`config.mk`:
```
export PLATFORM = sky130hd
export DESIGN_NAME = lfsr_run_ctrl
export DESIGN_NICKNAME = d
export VERILOG_FILES = /design/src/rtl/lfsr_run_ctrl.sv
export SDC_FILE = /design/constraint.sdc
export NUM_CORES = 1
export LEC_CHECK = 0
export BUFFER_PORTS_ARGS = -buffer_cell sky130_fd_sc_hd__buf_2
export CORE_MARGIN = 10
export CORE_UTILIZATION = 45
export CTS_BUF_LIST = sky130_fd_sc_hd__clkbuf_8
export DETAILED_ROUTE_END_ITERATION = 10
export PLACE_DENSITY = 0.68
export SKIP_LAST_GASP = 1
export SLEW_MARGIN = 20
export SYNTH_ARGS = -nofsm -noshare
export SYNTH_HDL_FRONTEND = slang
export SYNTH_SLANG_ARGS = --single-unit
export TNS_END_PERCENT = 30
```
`constraint.sdc`:
```
create_clock -name i_Clk -period 1.97 [get_ports i_Clk]
set_clock_uncertainty 0.15 [all_clocks]
set_input_delay 0.394 -clock i_Clk [delete_from_list [all_inputs] [get_ports i_Clk]]
set_output_delay 0.394 -clock i_Clk [all_outputs]
set_load 0.03 [all_outputs]
```
`src/rtl/lfsr_run_ctrl.sv`:
```
// Seeds an external Fibonacci LFSR, steps it a programmed number of times, and measures its period.
// Define LFSR_RUN_CTRL_STOP_ON_PERIOD_EN to end the run in the cycle where the period is detected.
module lfsr_run_ctrl #(
  parameter int NUM_BITS  = 3,
  parameter int CNT_WIDTH = 8
) (
  input  logic                 i_Clk,
  input  logic                 i_Rst,
  input  logic                 i_Start,
  input  logic [NUM_BITS-1:0]  i_Seed,
  input  logic [CNT_WIDTH-1:0] i_Steps,
  output logic                 o_LFSR_Enable,
  output logic                 o_LFSR_Seed_DV,
  output logic [NUM_BITS-1:0]  o_LFSR_Seed_Data,
  input  logic [NUM_BITS-1:0]  i_LFSR_Data,
  input  logic                 i_LFSR_Done,
  output logic                 o_Busy,
  output logic                 o_Done,
  output logic                 o_Error,
  output logic                 o_Found,
  output logic [CNT_WIDTH-1:0] o_Period,
  output logic [NUM_BITS-1:0]  o_Final_Data
);

  typedef enum logic [1:0] {IDLE, LOAD, RUN, DONE} t_State;

  localparam logic [CNT_WIDTH-1:0] ONE = {{(CNT_WIDTH-1){1'b0}}, 1'b1};

  t_State               r_State;
  logic [NUM_BITS-1:0]  r_Seed;
  logic [CNT_WIDTH-1:0] r_N;
  logic [CNT_WIDTH-1:0] r_Taken;

  logic w_AtEnd;
  logic w_Match;
  logic w_Stop;

  // The LFSR also flags "state == seed" right after loading; that trivial hit is skipped via r_Taken != 0.
  assign w_AtEnd = (r_Taken == r_N);
  assign w_Match = (r_State == RUN) && (r_Taken != '0) && i_LFSR_Done && !o_Found;

`ifdef LFSR_RUN_CTRL_STOP_ON_PERIOD_EN
  assign w_Stop = w_AtEnd || w_Match;
`else
  assign w_Stop = w_AtEnd;
`endif

  // Enable depends on the live LFSR done flag, so it is decoded rather than registered.
  assign o_LFSR_Enable    = (r_State == LOAD) || ((r_State == RUN) && !w_Stop);
  assign o_LFSR_Seed_DV   = (r_State == LOAD);
  assign o_LFSR_Seed_Data = r_Seed;
  assign o_Busy           = (r_State != IDLE);
  assign o_Done           = (r_State == DONE);

  always_ff @(posedge i_Clk) begin
    if (i_Rst) begin
      r_State      <= IDLE;
      r_Seed       <= '0;
      r_N          <= '0;
      r_Taken      <= '0;
      o_Error      <= 1'b0;
      o_Found      <= 1'b0;
      o_Period     <= '0;
      o_Final_Data <= '0;
    end else begin
      case (r_State)
        IDLE: begin
          if (i_Start) begin
            r_Seed   <= i_Seed;
            r_N      <= i_Steps;
            r_Taken  <= '0;
            o_Found  <= 1'b0;
            o_Period <= '0;
            if (i_Seed == '0) begin
              o_Error <= 1'b1;
              r_State <= DONE;
            end else begin
              o_Error <= 1'b0;
              r_State <= LOAD;
            end
          end
        end
        LOAD: begin
          r_State <= RUN;
        end
        RUN: begin
          if (w_Match) begin
            o_Found  <= 1'b1;
            o_Period <= r_Taken;
          end
          if (w_Stop) begin
            o_Final_Data <= i_LFSR_Data;
            r_State      <= DONE;
          end else begin
            r_Taken <= r_Taken + ONE;
          end
        end
        DONE: begin
          r_State <= IDLE;
        end
        default: begin
          r_State <= IDLE;
        end
      endcase
    end
  end

endmodule

```
; After elaboration in Yosys (flattened, before gate mapping)
; Cells that the tools add are included.
[op_classes]
reduce_logical = 17
n_addsub = 1
muxes = 13
eq_ne = 8
[ops]
columns = cell, count
row1 = $pmux W8 S2, 2
row2 = $mux W8, 3
row3 = $add A8 B1 Y8 const B, 1
row4 = $eq A8 B8 Y1, 1
row5 = $ne A2 B2 Y1 const B, 4
row6 = $pmux W2 S4, 1
row7 = $reduce_bool A8 Y1, 1
row8 = $mux W2, 3
row9 = $reduce_and A2 Y1, 3
row10 = $reduce_and A3 Y1, 2
row11 = $eq A2 B2 Y1 const B, 2
row12 = $logic_and A1 B1 Y1, 4
row13 = $reduce_bool A2 Y1, 2
row14 = $logic_not A3 Y1, 1
row15 = $mux W1, 3
row16 = $eq A2 B1 Y1 const B, 1
row17 = $logic_not A1 Y1, 2
row18 = $logic_not A2 Y1, 1
row19 = $pmux W1 S2, 1
row20 = $logic_or A1 B1 Y1, 1
[totals]
reg_bits = 34
inputBits = 18
out_inout_bits = 20

; Longest topological paths before layout
; Gate-level depths: netlist (run 1).
[logic_depth]
word_depth = 6
mapped_depth = 7

; Least setup slack after synthesis (run 1)
; No wires, ideal clock.
[synth_timing]
kind = reg2reg
start = register r_Taken[0]
end = register o_Period[0]
stages_incl_launch_ff = 7
arrival_time_ps = 1691
n_path_buf = 0
slack_ps = 13
setup_ps = 117
path_cell_list = dfxtp_1 -> inv_1 -> ha_1 -> or4b_4 -> o41ai_4 -> nor3_2 -> a22o_1
[synth_via]
elab_chain_len = 6
elab_cells_between_ends = 8
classes_between = 1 x eq/ne / 2 x mux / 5 x reduce/logical
[synth_lines]
columns = item, line_no
row1 = from (decl), 32  ; logic [CNT_WIDTH-1:0] r_Taken;
row2 = from (signal assigned), 95  ; r_Taken <= r_Taken + ONE;
row3 = $reduce_bool A8 Y1, 40  ; assign w_Match = (r_State == RUN) && (r_Taken != '0) && i_LFSR_Done && !o_Found;
row4 = $logic_and A1 B1 Y1 (3 in series), 40
row5 = $ne A2 B2 Y1 (no source line), n/a
row6 = $reduce_and A3 Y1 (no source line), n/a
row7 = to (signal assigned), 89  ; o_Period <= r_Taken;
row8 = to (decl), 21  ; output logic [CNT_WIDTH-1:0] o_Period,
; Parallel ways exist; a longest one is shown, timed or not. The select of a mux whose other input is x is not followed.
; A chain may end at the register's enable or synchronous reset.

; Worst setup path in the final report (run 1)
[layout_timing]
start = register r_Taken[0]
end = output o_LFSR_Enable
[layout_via]
elab_chain_len = 4
[layout_lines]
columns = item, line_no
row1 = $eq A8 B8 Y1, 39  ; assign w_AtEnd = (r_Taken == r_N);
row2 = $logic_not A1 Y1, 49  ; assign o_LFSR_Enable = (r_State == LOAD) || ((r_State == RUN) && !w_Stop);
row3 = $logic_and A1 B1 Y1, 49
row4 = $logic_or A1 B1 Y1, 49
row5 = to (decl), 12  ; output logic o_LFSR_Enable,
; No other way between the ends.

==> results summary, run 1 <==
The number of setup violations in the final report is 4. The ratio of cells with drive above 1 in the final layout is 33.47%. Setup repair after global routing could not meet its margin everywhere.

The clock sink total is 34. The routed design has ~4200 um of wire. The class of the tightest hold or removal check is in -> reg. Counting along the longest clock path gives a buffer depth of 2.

The worst hold path begins at i_Steps[0]. The worst setup path is launched from a flip-flop. The initial core utilization is a little under half. The footprint of the multi-input gates came out at about 870 um^2. The floorplan row count is 21. The total of fill cells in the finished design is between 300 and 400. The max-slew violation count is 0.

The largest stage delay on the critical path is 0.33 ns. In this run, distinct cell masters in the synthesized netlist total 36. The setup path with the least slack is of type reg -> out. The maximum fanout encountered on the critical timing path is 6. The H-tree generated during clock tree synthesis spans 2 levels.

The number of antenna violations at the first check in global routing came out at 0. The total iterations of the first detailed-routing run came out at 5. The flip-flop and latch count after synthesis came out at 34. The minimum clock period after layout is 2.010 ns. The relative slew slack came out at between 70% and 80%. The via count of the routed design came out at approximately 1500.

At the end of the flow the core is filled with cells to 61.42%. The post-synth net total is about 200. The highest ir drop seen on vdd came out at between 0.7 and 0.8 mV.

The library cell used most frequently in the layout, excluding fill and tap cells, is buf_2. The global-route wire length before repair is 6568 um. The cell area power density is ~1200 mW/mm^2. The critical path data arrival time came out at 1.47 ns. The number of buffers added to fix hold violations after cts is 0. The slew at the pin closest to its max-slew limit came out at roughly 0.40 ns. The cell area after layout came out at 0.002066 mm^2. The post-route fraction of the period consumed by the critical path is 102.0%.

The final worst setup slack is -0.03998 ns. The initial DRC count came out at roughly 180. The number of maximum-capacitance constraint violations came out at 0.

The overall power consumption is 0.002471 W. The post-detailed-route count of antenna-violating nets came out at 0. The relative area change from synthesis to final layout is 30.20%. The required time of the critical path is 1.43 ns. The post-synthesis instance area came out at approximately 0.0016 mm^2.

Among all flip-flop cells after synthesis, the most frequent one is dfxtp_1. The number of global-route vias before repair is 1458. The total overflow left after global routing is 0. The routability congestion estimate from global placement came out at roughly 0.8. The slowest stage of the critical path belongs to the cell dfxtp_2. The standard cell area after detailed placement came out at between 0.0015 and 0.002 mm^2.

Leaving out fill and tap cells, the most frequent cells in the layout are 36 x buf_2, 30 x dfxtp_1, 27 x nand2_1, 17 x a21oi_1, 17 x buf_4. The post-CTS clock slew at the launch and capture registers of the worst setup and hold paths is about 0.07 ns. TritonCTS built the clock tree. In this run the clock root is driven by a clkbuf_8. The HPWL reported at the end of detailed placement came out at approximately 3200 um. The via density per instance is ~5.3. The horizontal extent of the die came out at 79.38 um. The startpoint of the worst setup timing path is r_Taken[0].

After detailed routing, the number of remaining DRC violations is 0. Traced cell by cell, the critical path runs through buf_4, xnor2_1, nand4_1, o21ai_2, nand2b_1, buf_6. The overall routing resource usage came out at approximately 13%. At the end of the flow, the number of nets in the layout was about 260. The number of diodes came out at 0. The share of synthesized registers carrying an async set or reset is 0%. The overall die height is between 70 and 80 um. STA classifies the critical path endpoint as a primary output.

Buffers placed on the I/O ports in this run total 37. The share of the yosys chip area belonging to registers came out at a little over two fifths. The maximum number of pins on one net before global-route repair came out at 24. The hold slack came out at approximately 0.19 ns. The total area of sequential cells is roughly 690 um^2. The kind of cell with the highest combined delay along the critical path is flip-flops. The die area came out at ~0.0063 mm^2. The region available for standard cell placement spans 0.003363 mm^2. The number of top-level design ports is 38. The number of enable flip-flop cells after synthesis is 0. The later pin in the worst-skew pair is clocked with a latency of around 0.28 ns. The number of warnings printed during yosys synthesis is 0. The number of endpoints with negative hold slack in the final report was 0. TritonCTS created 5 clock buffers. The flow ran to the end, but the final reports show violations. A synthesized cell averages a little under 9 um^2. The instance count of the mapped netlist is between 150 and 200. Counting both buffers and inverters, the worst setup path holds a total of 2. The static leakage came out at roughly 0.88 nW. The maximum clock frequency is 0.4975 GHz. Dividing the detail-routed wire length by the instance count gives around 15 um. The final reports fail on negative setup slack. At the placement stage, the worst setup path has a slack of -0.01534 ns.

In this run the critical register-to-register path is launched from r_Taken[0].
## per-layer routing
metal  global-route usage (%)  up-vias  share of wire (%)
met5                        0        -                  0
met2                    22.27       71                 49
met3                    6.419       13                9.5
met1                    13.11      680                 40
met4                    4.480        0                1.6
li1                         -      741                  -
## cell type report
type                    instances  share of cell area [%]
flip-flops and latches         34                   33.19
inverters                       8                   1.454
multi-input cells             131                   41.97
repair buffers                 55                   15.99
clock buffers                   6                   3.998
well taps                      46                   2.786
clock inverters                 2                  0.6057
## stage by stage
step	cells	TNS, ns
4_1_cts	280	-0.2643
3_3_place_gp	270	0
6_report	282	-0.04540
3_5_place_dp	270	-0.05355
5_1_grt	282	-1.028
2_1_floorplan	180	0
## registers in the layout, indices dropped and copies added (netlist names)
signal and count:
o_Error 1, r_N 8, o_LFSR_Seed_Data 3, r_Taken 8
o_Period 8, o_Final_Data 3, r_State 2, o_Found 1
## worst register-to-register path, stage by stage, from the launching register on
cell	delay, ns
dfxtp_2	0.33
buf_4	0.16
xnor2_1	0.15
nand4_1	0.15
buf_4	0.18
or2_2	0.36
a221oi_1	0.29
a311oi_1	0.08
## worst paths after layout
path | endpoint | slack [ns] | cells after the start
max | o_LFSR_Enable | -0.04 | 6
max reg2reg | r_Taken[2] | 0 | 7
min reg2reg | o_LFSR_Seed_Data[2] | 0.30 | 2
min | r_N[0] | 0.19 | 3
## cell families after synthesis
kind of cell             Yosys count  share of synthesized area (%)
buffers and inverters             15                          3.707
multiplexers                       7                          4.417
XOR/XNOR                           8                          4.417
flip-flops                        34                          42.90
AO/OA/AOI/OAI                     44                          19.95
adder cells (fa/ha/maj)            6                          4.732
AND/OR/NAND/NOR                   66                          19.87
## repair_timing
item / in CTS / in global routing
pin swaps: 2 / 2
gates resized for setup: 9 / 5
endpoints found under the setup margin: 9 / 17
buffers inserted: 2 / 2
## synth_stat cells, types with 2 or more instances
cell type,instances,area share [%]
inv_1,8,1.9
nor3_1,5,1.6
buf_1,2,0.47
mux2i_1,7,4.4
a21oi_1,17,5.4
a311oi_1,2,1.1
nand4_1,4,1.6
buf_2,2,0.63
ha_1,6,4.7
nand2b_1,3,1.2
nor2_1,13,3.1
o21ai_0,5,1.6
xnor2_1,8,4.4
o22ai_1,2,0.79
a22o_1,8,4.4
nand3_1,3,0.95
nor2b_1,2,0.79
nand2_1,28,6.6
dfxtp_1,34,43
and2_1,2,0.79
clkbuf_1,3,0.71
a22oi_1,2,0.95
## power by group
part / internal [W] / switching (W) / leakage (nW)
logic: 0.000438 / 0.000685 / 0.558
clock network: 0.000280 / 0.000238 / 0.0472
registers: 0.000769 / 0.0000613 / 0.278
total: 0.00149 / 0.000984 / 0.884
No activity file was read; power rests on OpenSTA's default activity.
==> run 2, diff against run 1 <==
--- a/config.mk
+++ b/config.mk
@@ -10,7 +10,9 @@
 export CORE_UTILIZATION = 45
 export CTS_BUF_LIST = sky130_fd_sc_hd__clkbuf_8
 export DETAILED_ROUTE_END_ITERATION = 10
+export GPL_ROUTABILITY_DRIVEN = 1
 export PLACE_DENSITY = 0.68
+export RECOVER_POWER = 25
 export SKIP_LAST_GASP = 1
 export SLEW_MARGIN = 20
 export SYNTH_ARGS = -nofsm -noshare
==> results summary, run 2 (synthesis results as in run 1) <==
The run finished, with violations left. The final reports fail on negative setup slack. The beginning of the worst hold path is i_Steps[0].

The total length of routed wires came out at 4178 um. The largest stage delay on the critical path came out at approximately 0.33 ns. The worst setup path is captured at a primary output. The overall die height came out at approximately 79 um. The maximum fanout encountered on the critical timing path came out at 6. The relative area change from synthesis to final layout is 29.50%.

The detailed router placed around 1500 vias in this run. The number of global-route vias before repair came out at about 1500. TritonCTS built the clock tree. The cell area power density is about 1200 mW/mm^2. The largest registers in the layout are o_Period (8), r_N (8), r_Taken (8). The slack of the worst reg-to-reg path came out at 0 ns. The minimum clock period after layout came out at roughly 2 ns. The clock reaches the later pin of the worst-skew pair after 0.28 ns. The die area is around 0.0063 mm^2. The setup path with the least slack is of type reg -> out. The number of input and output port buffers inserted is 37. The total negative slack is -0.04784 ns. After detailed placement, the design holds a cell count of 270. The post-route fraction of the period consumed by the critical path is 102.1%. Leaving out fill and tap cells, the most frequent cells in the layout are 30 x dfxtp_1, 27 x nand2_1, 27 x buf_2, 17 x a21oi_1, 17 x buf_4. The floorplan core area came out at 0.003363 mm^2. The post-route netlist has between 20% and 30% of its cells at a drive strength greater than 1. The critical path goes through buf_4, xnor2_1, nand4_1, o21ai_2, nand2b_1, buf_6. The maximum level of the CTS H-tree came out at 2.

In this run the critical register-to-register path is launched from r_Taken[0]. The worst hold path belongs to the class in -> reg. The number of DRC violations after detailed routing is 0.

The repair_antennas step left the layout with diodes totalling 0. The required time of the critical path came out at 1.43 ns. The overall routing resource usage came out at 12.86%. Clock tree synthesis selected as its root buffer the cell clkbuf_8. The final layout contains about 260 nets. The HPWL reported at the end of detailed placement came out at ~3200 um. The first global-routing pass estimated 6568 um of wire. The largest individual stage delay along the critical path comes from the cell dfxtp_2. Setup repair after global routing could not meet its margin everywhere.

The hold path depth is 3. Excluding fillers, the count of instances in the completed layout stands at 282. 38 I/O pins were placed. The number of maximum-capacitance constraint violations is 0. The routed length per instance came out at between 10 and 15 um.

The initial DRC count came out at between 150 and 200. The utilization of the core after routing is approximately 61%. The final worst setup slack came out at -0.04091 ns. The library cell used most frequently in the layout, excluding fill and tap cells, is dfxtp_1. The critical path data arrival time came out at between 1 and 1.5 ns. The floorplan row count came out at 21. The worst register-to-register path ends at r_Taken[2].

Across the VDD grid, the largest voltage drop is 0.7485 mV. In this run the horizontal extent of the chip is just under 80 um. The total CTS buffers came out at 5. The maximum number of pins on one net before global-route repair came out at 24. The via density per instance came out at approximately 5.3.

The routability congestion estimate from global placement came out at 0.7979. The initial core utilization is around 47%. The leftover overflow at the end of global routing came out at 0. The deepest clock path buffer count is 2. The analysis attributes to cell leakage a power of around 0.84 nW. The endpoint of the worst hold path is r_N[0]. The number of buffers added to fix hold violations after cts is 0. The number of antenna violations at the first check in global routing is 0. The clock sink total is 34. Clock-pin slew was measured on the worst setup and hold paths at 0.07 ns. Headroom to the max-slew limit came out at between 70% and 80%. The maximum clock frequency came out at ~0.50 GHz. The post-detailed-route count of antenna-violating nets is 0.

The max-slew violation count is 0. The number of endpoints with negative hold slack in the final report came out at 0. The slew at the pin closest to its max-slew limit came out at roughly 0.40 ns. The nature of the critical path startpoint is a flip-flop. Setup violations remaining at the end of the flow were counted as 4. The total iterations of the first detailed-routing run is 5. The number of cells on the worst reg-to-reg path came out at 7.
[run 2: cell types whose count changed in the layout (fill, tap and decap cells not counted)]
cell      delta
buf_2        -9
clkbuf_1     +9
[run 2: how the worst max path moves through the flow]
stage               startpoint             to  slack (ns)  cells after the start
floorplan           r_Taken[0]    o_Period[0]        0.01                      6
global placement    r_Taken[0]    o_Period[1]        0.05                      6
detailed placement  r_Taken[0]    o_Period[3]       -0.02                      6
CTS                 r_Taken[0]  o_LFSR_Enable       -0.05                      6
global route        r_Taken[0]  o_LFSR_Enable       -0.14                      6
finish              r_Taken[0]  o_LFSR_Enable       -0.04                      6
[run 2: through the flow]
stage | power, W | setup WS [ns] | instance area (um^2) | hold WS [ns]
4_1_cts | 0.002473 | -0.04777 | 2046 | 0.1886
5_1_grt | 0.002625 | -0.1357 | 2054 | 0.1972
2_1_floorplan | 0.001542 | 0.01255 | 1587 | 0.2996
3_3_place_gp | 0.001833 | 0.04977 | 1906 | 0.2923
6_report | 0.002470 | -0.04091 | 2054 | 0.1943
3_5_place_dp | 0.001880 | -0.01534 | 1906 | 0.2968
[run 2: critical path, delay by kind of cell, from the launching register on]
family / cells / cell delay, ns
buf+inv: 2 / 0.30
xor+xnor: 1 / 0.15
compound gates: 1 / 0.18
simple gates: 2 / 0.23
flops: 1 / 0.33
[run 2: timing repair]
| item | CTS | global route |
|---|---|---|
| gates resized for setup | 9 | 5 |
| pin swaps | 2 | 2 |
| setup endpoints to repair | 9 | 17 |
| buffers inserted | 2 | 2 |
[run 2: layer usage]
metal / wire [um] / part of all wire [%] / vias up / track usage (%)
li1: - / - / 740 / -
met1: 1678 / 40 / 679 / 13.11
met2: 2038 / 49 / 71 / 22.27
met3: 393 / 9.4 / 13 / 6.419
met4: 68 / 1.6 / 0 / 4.480
met5: 0 / 0 / - / 0
[run 2: area by class of cell]
class                           instances  area [um^2]
Inverter                                8        30.03
Clock buffer                            6        82.58
Tap cell                               46        57.56
Sequential cell                        34        685.7
Multi-Input combinational cell        131        867.1
Timing Repair Buffer                   55        319.1
Fill cell                             321         1309
Clock inverter                          2        12.51
[run 2: report_power, final]
| part | switching (W) | total (W) | internal, W |
|---|---|---|---|
| Sequential | 0.0000617 | 0.000830 | 0.000769 |
| Clock | 0.000238 | 0.000519 | 0.000280 |
| Combinational | 0.000686 | 0.00112 | 0.000435 |
| Total | 0.000986 | 0.00247 | 0.00148 |
==> run 3, diff against run 2 <==
--- a/config.mk
+++ b/config.mk
@@ -5,13 +5,14 @@
 export SDC_FILE = /design/constraint.sdc
 export NUM_CORES = 1
 export LEC_CHECK = 0
+export ABC_AREA = 1
 export BUFFER_PORTS_ARGS = -buffer_cell sky130_fd_sc_hd__buf_2
 export CORE_MARGIN = 10
 export CORE_UTILIZATION = 45
 export CTS_BUF_LIST = sky130_fd_sc_hd__clkbuf_8
 export DETAILED_ROUTE_END_ITERATION = 10
 export GPL_ROUTABILITY_DRIVEN = 1
-export PLACE_DENSITY = 0.68
+export PLACE_DENSITY = 0.67
 export RECOVER_POWER = 25
 export SKIP_LAST_GASP = 1
 export SLEW_MARGIN = 20
==> results summary, run 3 <==
TritonCTS built the clock tree. In the post-synthesis netlist, the biggest area contributors are dfxtp_1 39%, nand2_1 14%, a21oi_1 6.6%. The number of top-level design ports came out at 38. The post-route fraction of the period consumed by the critical path came out at 98.73%. In this run the remaining antenna-violating nets after routing total 0. The number of setup violations in the final report is 0. The relative area change from synthesis to final layout came out at 21.83%. The number of buffers added to fix hold violations after cts is 0.

The share of synthesized registers carrying an async set or reset came out at 0%. The number of global-route vias before repair came to 1657. The number of endpoints with negative hold slack in the final report is 0. Traced cell by cell, the critical path runs through inv_1, ha_1, buf_6, nand2_1, nand2_1, buf_4. The fraction of post-synthesis cell area in the top cell type by area is between 30% and 40%. The filler cells instantiated in the layout total approximately 380.

The category of the worst setup path capture point is a primary output. The maximum number of pins on one net before global-route repair came out at 19. Of the synthesized area, sequential elements account for ~39%. The smallest clock period supported by the final layout is computed as 1.945 ns. Counting every instance in the synthesized netlist gives approximately 250. The max-slew violation count came out at 0. The number of enable flip-flop cells after synthesis came out at 0.

The number of maximum-capacitance constraint violations came out at 0. For the worst setup path, the data required time is approximately 1.4 ns. Of all nets on the critical path, the largest fanout is 15.

Of the cells placed in the final design, the portion with a size suffix greater than 1 is a little over a fifth. The path class of the tightest hold or removal check is in -> reg. The H-tree was split into 2 levels. The number of warnings printed during yosys synthesis came out at 0. The average instance in the mapped netlist occupies between 7 and 8 um^2. Summing internal, switching and leakage power gives just under 0.003 W. The global-route wire length before repair came out at 7389 um. The number of DRC violations after detailed routing is 0. The count of different cell masters after synthesis is 25.

The worst setup path is of the reg -> out kind. The cell area power density came out at ~1400 mW/mm^2. The relative slew slack is 69.25%. The footprint of the multi-input gates came out at 909.6 um^2. The clock latency on the worst-skew pair is ~0.28 ns.

For this run, the leading register cell type out of synthesis is dfxtp_1. The initial core utilization is between 40% and 50%. The floorplan step set the die height to around 82 um. The floorplan core area came out at 0.003716 mm^2. Counting flops and latches in the post-synthesis netlist gives 34.

The buffer type at the clock tree root is clkbuf_8. STA puts the critical path data arrival time at approximately 1.4 ns. The sequential cells in the finished layout cover a total of 688.2 um^2. The horizontal extent of the die is 82.44 um. The die area is a little under 0.007 mm^2. The congestion estimate from routability-driven global placement came to roughly 0.85. The library cells used most frequently in the layout, excluding fill and tap cells, are 64 x nand2_1, 30 x nor2_1, 30 x dfxtp_1, 25 x buf_2.

The slowest library cell on the worst path is dfxtp_2. The total number of nets in the final design came out at 320. The leftover overflow at the end of global routing came out at 0.

The mapped netlist covers 0.001754 mm^2. For this block, the initial DRC count from the detailed router was 94. The commonest non-fill, non-tap cell in the layout is nand2_1. After detailed routing, the number of vias per cell comes to roughly 4.8. The floorplan row count is 22. The worst-case IR drop observed on VDD is 0.6281 mV. The largest registers in the layout are o_Period (8), r_N (8), r_Taken (8).

The slew at the pin closest to its max-slew limit is 0.4607 ns. The routed length per instance is about 13 um. The cell type with the largest total area after synthesis is dfxtp_1. The post-CTS clock slew at the launch and capture registers of the worst setup and hold paths came out at 0.07 ns. Setup repair after global routing could not meet its margin everywhere.

The hold slack is between 0.2 and 0.25 ns. The maximum clock frequency came out at 0.5141 GHz. The number of antenna violations at the first check in global routing came out at 0. Counting every sink on the clock net gives 34. The run finished with clean final reports. Together, buffers and inverters on the worst path number 3.

After synthesis, the most frequently instantiated cells are 65 x nand2_1, 34 x dfxtp_1, 30 x nor2_1, 23 x a21oi_1, 23 x inv_1. The post-synth net total came out at 273. The largest stage delay on the critical path came out at 0.34 ns. In this run the tool buffered the top-level ports with 37 buffer cells. The overall routing resource usage came out at around 14%.

The number of diodes is 0. Grouping stages by cell kind, the critical path spends the most delay in buffers and inverters. In this design, the critical path's most frequently occurring cell is nand2_1.

The analysis attributes to cell leakage a power of approximately 0.95 nW. The HPWL reported at the end of detailed placement came out at 3277 um. The total length of routed wires is around 4400 um. The most frequently used cell type in the post-synthesis netlist is nand2_1.

The total iterations of the first detailed-routing run came out at 5. In this run the deepest clock path goes through 2 buffers. STA classifies the critical path startpoint as a flip-flop.

The total CTS buffers is 5. Detailed routing inserted a total of 1672 vias.
run 3: cell count changes in the layout (fill, tap and decap cells not counted), sizes merged, moves of 10 or more:
cell	before	now
inv	8	26
nand2	28	67
nand3	3	13
nand4	4	14
nor2	13	33
run 3: logic make-up after synthesis:
| logic type | count (synthesis) | synth area share [%] |
|---|---|---|
| adders and majority gates | 6 | 4.279 |
| xor gates and xnor gates | 4 | 1.997 |
| AOI/OAI and AO/OA | 40 | 12.27 |
| buffers and inverters | 36 | 9.485 |
| DFF | 34 | 38.80 |
| and+or+nand+nor | 129 | 33.17 |
run 3: per-stage QoR:
stage / utilization [%] / cells / worst slack [ns] / instance area [um^2] / TNS [ns]
global placement: 54.71 / 336 / 0.1564 / 2033 / 0
CTS: 57.81 / 345 / 0.004441 / 2148 / 0
finish: 57.51 / 345 / 0.02502 / 2137 / 0
floorplan: - / 249 / 0.08208 / 1754 / 0
detailed placement: 54.71 / 336 / 0.08689 / 2033 / 0
global route: 57.51 / 345 / -0.08216 / 2137 / -0.1927
run 3: worst reg2reg max path: stages (launching register included):
cell     delay, ns
dfxtp_1       0.37
inv_1         0.09
ha_1          0.20
inv_1         0.19
nor2_2        0.08
a21oi_4       0.25
buf_12        0.17
nand2_4       0.09
inv_1         0.09
nor2_1        0.04
nor2_1        0.08
run 3: final cells by class:
type	count	share of cell area, %
multi-input combinational	179	42.56
sequential	34	32.20
timing repair buffer	50	13.47
inverter	26	4.684
clock buffer	6	3.864
tap	48	2.810
clock inverter	2	0.4098
run 3: where the power goes:
part / switching (W) / leakage [nW] / internal, W
Combinational: 0.000990 / 0.614 / 0.000529
Sequential: 0.0000908 / 0.279 / 0.000819
Clock: 0.000248 / 0.0524 / 0.000277
Total: 0.00133 / 0.945 / 0.00162
run 3: metal layers:
metal  track usage (%)  share of wire (%)
met1             16.13                 45
met2             22.32                 46
met3             4.968                8.3
met4             5.102               0.64
met5                 0                  0
run 3: path summary, 6_finish.rpt:
kind	slack, ns	cells after the start	endpoint	from
max	0.03	6	o_LFSR_Enable	r_State[0]
max reg2reg	0.10	10	r_Taken[0]	r_State[1]
min	0.21	3	r_N[3]	i_Steps[3]
min reg2reg	0.31	2	o_Final_Data[1]	o_Final_Data[1]
run 3: what timing repair did:
action                     4_1_cts  5_1_grt
gates resized for setup          9        1
setup endpoints to repair        1       13
buffers inserted                 1        0
